`config.mk`:
```
export PLATFORM = sky130hd
export DESIGN_NAME = alu_exec_ctrl
export DESIGN_NICKNAME = d
export VERILOG_FILES = /design/src/rtl/alu_exec_ctrl.sv
export SDC_FILE = /design/constraint.sdc
export NUM_CORES = 1
export LEC_CHECK = 0
export ABC_AREA = 1
export CORE_AREA = 2 2 155 96
export DETAILED_ROUTE_END_ITERATION = 7
export DIE_AREA = 0 0 157 98
export PLACE_DENSITY_LB_ADDON = 0.2
export SETUP_SLACK_MARGIN = 0.3
export SLEW_MARGIN = 20
export SYNTH_ARGS = -nofsm -noshare
export SYNTH_HDL_FRONTEND = slang
export SYNTH_SLANG_ARGS = --single-unit
export TNS_END_PERCENT = 5
```
`constraint.sdc`:
```
create_clock -name clk -period 1.4 [get_ports clk]
set_input_delay 0.21 -clock clk [delete_from_list [all_inputs] [get_ports clk]]
set_output_delay 0.21 -clock clk [all_outputs]
set_load 0.02 [all_outputs]
```
`src/rtl/alu_exec_ctrl.sv`:
```
// alu_exec_ctrl: issue-side controller for the 8-bit combinational ALU.
// Each instruction takes four cycles (IDLE -> READ -> EXEC -> WB). The
// 8x8 register file supplies the operands, and the captured ALU result
// is written back through a one-cycle wb_valid pulse.
module alu_exec_ctrl (
    input  logic        clk,
    input  logic        rst,
    input  logic        instr_valid,
    output logic        instr_ready,
    input  logic [15:0] instr,
    input  logic        instr_imm_en,
    input  logic [7:0]  instr_imm,
    output logic [7:0]  alu_a,
    output logic [7:0]  alu_b,
    output logic [3:0]  alu_sel,
    output logic [2:0]  alu_shift,
    input  logic [7:0]  alu_out,
    input  logic        alu_carry,
    input  logic        alu_overflow,
    output logic        wb_valid,
    output logic [2:0]  wb_addr,
    output logic [7:0]  wb_data,
    output logic        flag_zero,
    output logic        flag_neg,
    output logic        flag_carry,
    output logic        flag_ovf,
    output logic        div_err,
    input  logic [2:0]  dbg_addr,
    output logic [7:0]  dbg_data
);

    localparam logic [3:0] OP_DIV = 4'b0011;

    typedef enum logic [1:0] {
        S_IDLE = 2'd0,
        S_READ = 2'd1,
        S_EXEC = 2'd2,
        S_WB   = 2'd3
    } state_t;

    state_t      state_reg;

    // Latched instruction fields
    logic [3:0]  op_reg;
    logic [2:0]  rd_reg;
    logic [2:0]  rs_reg;
    logic [2:0]  rt_reg;
    logic [2:0]  sh_reg;
    logic        imm_en_reg;
    logic [7:0]  imm_reg;

    // Registered outputs
    logic [7:0]  alu_a_reg;
    logic [7:0]  alu_b_reg;
    logic [3:0]  alu_sel_reg;
    logic [2:0]  alu_shift_reg;
    logic        wb_valid_reg;
    logic [2:0]  wb_addr_reg;
    logic [7:0]  wb_data_reg;
    logic        flag_zero_reg;
    logic        flag_neg_reg;
    logic        flag_carry_reg;
    logic        flag_ovf_reg;
    logic        div_err_reg;

    // Register file. R0 is never written, and every read port forces it to 0.
    logic [7:0]  rf_reg [8];

    logic [7:0]  rs_val;
    logic [7:0]  rt_val;
    logic        div_zero;

    assign instr_ready = (state_reg == S_IDLE);

    assign rs_val   = (rs_reg == 3'd0)   ? 8'd0 : rf_reg[rs_reg];
    assign rt_val   = (rt_reg == 3'd0)   ? 8'd0 : rf_reg[rt_reg];
    assign dbg_data = (dbg_addr == 3'd0) ? 8'd0 : rf_reg[dbg_addr];

    // Divide by zero is detected on the operands that the ALU is currently seeing.
    assign div_zero = (alu_sel_reg == OP_DIV) && (alu_b_reg == 8'd0);

    assign alu_a      = alu_a_reg;
    assign alu_b      = alu_b_reg;
    assign alu_sel    = alu_sel_reg;
    assign alu_shift  = alu_shift_reg;
    assign wb_valid   = wb_valid_reg;
    assign wb_addr    = wb_addr_reg;
    assign wb_data    = wb_data_reg;
    assign flag_zero  = flag_zero_reg;
    assign flag_neg   = flag_neg_reg;
    assign flag_carry = flag_carry_reg;
    assign flag_ovf   = flag_ovf_reg;
    assign div_err    = div_err_reg;

    // Register file write. This happens on the edge that leaves WB, so dbg_data shows the new value one cycle later.
    always_ff @(posedge clk) begin
        if (rst) begin
            for (int i = 0; i < 8; i++) begin
                rf_reg[i] <= 8'd0;
            end
        end else if (state_reg == S_WB && wb_valid_reg && wb_addr_reg != 3'd0) begin
            rf_reg[wb_addr_reg] <= wb_data_reg;
        end
    end

    // Main sequencer: accept, drive the operands, capture the result and flags, then write back.
    always_ff @(posedge clk) begin
        if (rst) begin
            state_reg      <= S_IDLE;
            op_reg         <= 4'd0;
            rd_reg         <= 3'd0;
            rs_reg         <= 3'd0;
            rt_reg         <= 3'd0;
            sh_reg         <= 3'd0;
            imm_en_reg     <= 1'b0;
            imm_reg        <= 8'd0;
            alu_a_reg      <= 8'd0;
            alu_b_reg      <= 8'd0;
            alu_sel_reg    <= 4'd0;
            alu_shift_reg  <= 3'd0;
            wb_valid_reg   <= 1'b0;
            wb_addr_reg    <= 3'd0;
            wb_data_reg    <= 8'd0;
            flag_zero_reg  <= 1'b0;
            flag_neg_reg   <= 1'b0;
            flag_carry_reg <= 1'b0;
            flag_ovf_reg   <= 1'b0;
            div_err_reg    <= 1'b0;
        end else begin
            case (state_reg)
                S_IDLE: begin
                    if (instr_valid) begin
                        op_reg     <= instr[15:12];
                        rd_reg     <= instr[11:9];
                        rs_reg     <= instr[8:6];
                        rt_reg     <= instr[5:3];
                        sh_reg     <= instr[2:0];
                        imm_en_reg <= instr_imm_en;
                        imm_reg    <= instr_imm;
                        state_reg  <= S_READ;
                    end
                end
                S_READ: begin
                    alu_a_reg     <= rs_val;
                    alu_b_reg     <= imm_en_reg ? imm_reg : rt_val;
                    alu_sel_reg   <= op_reg;
                    alu_shift_reg <= sh_reg;
                    state_reg     <= S_EXEC;
                end
                S_EXEC: begin
                    if (div_zero) begin
                        // Keep the flags, throw the result away, and latch the error until reset.
                        div_err_reg <= 1'b1;
                    end else begin
                        flag_zero_reg  <= (alu_out == 8'd0);
                        flag_neg_reg   <= alu_out[7];
                        flag_carry_reg <= alu_carry;
                        flag_ovf_reg   <= alu_overflow;
                        if (rd_reg != 3'd0) begin
                            wb_valid_reg <= 1'b1;
                            wb_addr_reg  <= rd_reg;
                            wb_data_reg  <= alu_out;
                        end
                    end
                    state_reg <= S_WB;
                end
                S_WB: begin
                    wb_valid_reg <= 1'b0;
                    state_reg    <= S_IDLE;
                end
                default: begin
                    state_reg <= S_IDLE;
                end
            endcase
        end
    end

endmodule

```
; Yosys cells after proc, flatten, opt, wreduce, memory -nomap -nowiden
; Memories as Yosys holds them, arrays and structs flattened. A register that Yosys moved wholly into a read port is not among the register bits.
; Index checks and enable logic that the tools add are counted.
[classes]
mux = 21
n_eq_ne = 7
n_reduce_logical = 18
bitwise_logic = 1
[op_table]
columns = cell, n
row1 = $mux W8, 5
row2 = $logic_not A8 Y1, 2
row3 = $mux W3, 5
row4 = $logic_not A3 Y1, 3
row5 = $mux W1, 8
row6 = $pmux W2 S4, 1
row7 = $reduce_or A8 Y1, 1
row8 = $ne A2 B2 Y1 const B, 3
row9 = $reduce_and A2 Y1, 3
row10 = $reduce_and A3 Y1, 2
row11 = $reduce_bool A3 Y1, 2
row12 = $eq A2 B2 Y1 const B, 2
row13 = $eq A4 B2 Y1 const B, 1
row14 = $logic_and A1 B1 Y1, 3
row15 = $eq A2 B1 Y1 const B, 1
row16 = $logic_not A2 Y1, 1
row17 = $mux W2, 1
row18 = $pmux W1 S2, 1
row19 = $reduce_bool A2 Y1, 1
row20 = $not A1 Y1, 1
[totals]
output_inout_bits = 49
ram_bits = 64
ff_bits = 67
inputBits = 41
elab_cells = 68
memories = 1
[memory_table]
columns = memory, depth, word_bits, rd, rd_ports_with_merged_regs, write_ports, line_no
row1 = rf_reg, 8, 8, 3, 2, 8, 67  ; logic [7:0] rf_reg [8];

; Logic depth before layout (Yosys ltp)
[logic_depth]
depth_word = 8
ltp_mapped = 9
depth_no_buf = 8

; Worst setup path after synthesis
; No wires, ideal clock.
[synth_timing]
path_kind = reg-to-reg
startpoint = reg state_reg[0]
endpoint = mem rf_reg[1][0], enable pin
setup_ps = 329
n_path_buf = 0
arrival_ps = 1169
required_ps = 1071
path_slack_ps = -98
stages_incl_launch_ff = 6
period_less_slack_ps = 1498
path_cell_list = dfxtp_1 -> ha_1 -> nand3_1 -> nor2_4 -> nand3_2 -> nand2_1
[synth_rtl]
columns = element, line_no
row1 = start: declaration, 41  ; state_t state_reg;
row2 = start signal: assignment, 109  ; state_reg <= S_IDLE;
row3 = start signal: assignment, 140  ; state_reg <= S_READ;
row4 = start signal: assignment, 148  ; state_reg <= S_EXEC;
row5 = end: declaration, 67

==> run metrics <==
Synth Cell Area about 6900 µm²; Switching Power a little under 7 mW; fin area 10400 µm²; RePlAce Congestion about 0.96; Die Width approximately 160 µm; GR Overflow Total 0; Most used DFF post-synth dfxtp_1; async set-reset flop share out of synthesis 0%; Slew Limit Fails 0; Worst slew margin ~67%; crit-path leading delay family flip-flops; Root Driver clkbuf_16; CP peak stage delay 420 ps; Sink Count roughly 140; final worst slack -483 ps; most frequent cell after synthesis nand2_1; fin util 74.0%; largest net degree at the start of global routing 40; crit path DAT 1670 ps; unrepaired setup endpoints after global routing true; Total Routing Usage GR between 30% and 40%; vias in the first global route approximately 6600; crit-path max FO 2; routed vias approximately 7400; number of flip-flops in the largest register 64; IO buf count slightly below 90; Post-synth top cells nand2_1, nor2_1, nand3_1, inv_1, a21oi_1; Clk pwr share 25.4%; flops & latches, synth about 140; Routed Wire Length around 25 mm; combinational power share 42.3%; DRT Pass-1 Iters 7; fill count 1040; Synth warnings 0; maxcap violations 0; syn avg cell area between 7 and 8 µm²; status finished, violations left; ANT cells 0; Critical Setup Path Class register to output port; Fmax ~530 MHz; Ports 90; hpwl dp between 15 and 20 mm; CP cell instances inv_2 -> a21oi_2 -> o21ai_1 -> nand3_1 -> nand2_1 -> a21oi_2 -> buf_4 -> buf_6; P_int 10.5 mW; FF-to-FF path depth 5; Crit. Startpoint rf_reg[6][4]; overall die height slightly below 100 µm; Critical Path RT around 1200 ps; P_leak between 4 and 5 nW; core footprint ~14000 µm²; Setup crit end dbg_data[4]; switching power share of the total between 30% and 40%; Seq/Total Area, Yosys 49.1%; Stages on worst setup path 8; area share of the largest cell type after synthesis ~28%; DP Area 8810 µm²; clk_skew between 7 and 8 ps; # DRC 0; r2r setup slk -40 ps; First DRT Iteration DRCs slightly above 900; hold crit path type input pin to register; CP Capture Type output port; post-route clock period utilization 135%; RR Endpoint rf_reg[5][0]; Initial Util between 40% and 50%; CTS buffer count 17; CTS Buffer Depth 2; antenna violations before repair 0; nets@finish around 1200; DIE AREA roughly 15000 µm²; Clock transition at path regs ~60 ps; Worst Path Buf+Inv 3; PD cells 1660 nW/µm²; Via-to-Cell Ratio between 5 and 6; cell taking the most area after synthesis edfxtp_1; synth unique cells 28; ranking of synthesized cells by area edfxtp_1, dfxtp_1, nand2_1, nand3_1, nor2_1; failing checks setup timing; num rows 34; H-Tree Depth 4; Reg power frac 32.3%; first-pass GRT wire length ~37 mm; area grow syn2layout 51.1%; crit path launch type register; share of layout cells above drive strength 1 36.8%; Critical R2R Launch state_reg[0]; Final Critical Period 1880 ps; maximum vdd drop between 1000 and 1500 µV; routed length per instance 18.8 µm; CTS tree done; CP most frequent cell a21oi_2; Syn Inst Count between 900 and 1000; hold_buf cts 0; number of flops mapped to enable cells by yosys 64; worst skew pair latency between 400 and 500 ps; Setup-failing EPs final between 40 and 50; Final Hold Viols 0; Tightest Pin Transition approximately 500 ps; post-route ant nets 0; Total Negative Setup Slacks -3190 ps; slowest CP cell edfxtp_1
==> layer usage <==
| metal | part of all wire [%] | vias to the layer above | wire length (µm) | GRT usage [%] |
|---|---|---|---|---|
| met5 | 0 | - | 0 | 0 |
| met4 | 2.0 | 0 | 505 | 7.62 |
| met3 | 12 | 59 | 3100 | 7.86 |
| met2 | 43 | 464 | 11100 | 46.2 |
| met1 | 42 | 3410 | 10800 | 48.1 |
| li1 | - | 3439 | - | - |
==> stage by stage <==
| stage | hold WS [ps] | total power, mW | worst slack (ps) | instances |
|---|---|---|---|---|
| 2_1_floorplan | 265 | 8.73 | 30.6 | 938 |
| 3_3_place_gp | 445 | 11.0 | -937 | 1289 |
| 3_5_place_dp | 455 | 11.1 | -984 | 1289 |
| 4_1_cts | 394 | 16.5 | -402 | 1335 |
| 5_1_grt | 412 | 18.0 | -494 | 1350 |
| 6_report | 383 | 17.3 | -483 | 1350 |
==> timing repair <==
action | 4_1_cts | 5_1_grt
pin swaps | 86 | 54
resized for setup | 470 | 107
buffers inserted | 14 | 14
gates cloned | 0 | 1
setup endpoints to repair | 234 | 227
==> area by class of cell <==
class                           count  area, µm²  area share [%]
Timing Repair Buffer              232       2190            21.0
Multi-Input combinational cell    650       3560            34.2
Tap cell                          198        248            2.38
Clock inverter                     15        140            1.34
Clock buffer                       17        425            4.08
Inverter                          101        404            3.88
Sequential cell                   137       3450            33.1
==> cells by family (layout without fill, tap and decap cells) <==
kind of cell	Yosys count	count (layout)	synth area share, %
AND/OR/NAND/NOR	487	488	30.0
buffers and inverters	152	365	8.96
AO/OA/AOI/OAI	149	149	11.0
flip-flops	137	137	49.1
adder cells (fa/ha/maj)	5	5	0.907
other	1	8	0.0544
==> worst min path at each step <==
stage / startpoint / endpoint / slack [ps] / cells past startpoint
floorplan: rst / wb_addr[2] / 270 / 1
global placement: div_err / div_err / 440 / 2
detailed placement: alu_a[5] / alu_a[5] / 450 / 2
CTS: alu_out[3] / wb_data[3] / 390 / 3
global route: alu_out[0] / wb_data[0] / 410 / 3
finish: alu_carry / flag_carry / 380 / 3
==> power by group through the flow <==
stage,clock (mW),sequential (mW),combinational (mW)
CTS,4.38,5.51,6.57
finish,4.40,5.60,7.32
global route,4.57,5.68,7.80
floorplan,0,5.69,3.03
global placement,0,5.38,5.59
detailed placement,0,5.40,5.66
==> worst min-delay path, delay by kind of cell <==
kind / cells / cell delay, ps
AND/OR/NAND/NOR: 1 / 50
AO/OA/AOI/OAI: 1 / 120
buffers and inverters: 1 / 390
==> cell usage in the layout, fill, tap and decap left out, types with 5 or more instances in the layout <==
cell type / synthesis / final
conb_1: 1 / 8
inv_1: 96 / 67
dfxtp_2: 0 / 27
nor2_1: 150 / 118
nor2_2: 3 / 27
clkbuf_16: 0 / 17
nand2_1: 191 / 179
nor2_4: 1 / 9
inv_6: 0 / 6
inv_4: 0 / 6
dfxtp_4: 0 / 9
nand2_2: 5 / 8
edfxtp_1: 64 / 64
buf_12: 0 / 7
dlygate4sd2_1: 0 / 6
nand3_1: 124 / 103
nand2_4: 1 / 7
buf_6: 0 / 67
clkdlybuf4s50_1: 0 / 37
o21ai_2: 0 / 11
o21ai_1: 2 / 42
buf_4: 1 / 112
nand3_4: 1 / 8
a21oi_2: 2 / 34
inv_2: 5 / 26
clkinv_4: 0 / 5
nand3_2: 4 / 19
o21ai_0: 67 / 14
a21oi_1: 76 / 44
dfxtp_1: 73 / 37
(Power assumes the default switching activity.)
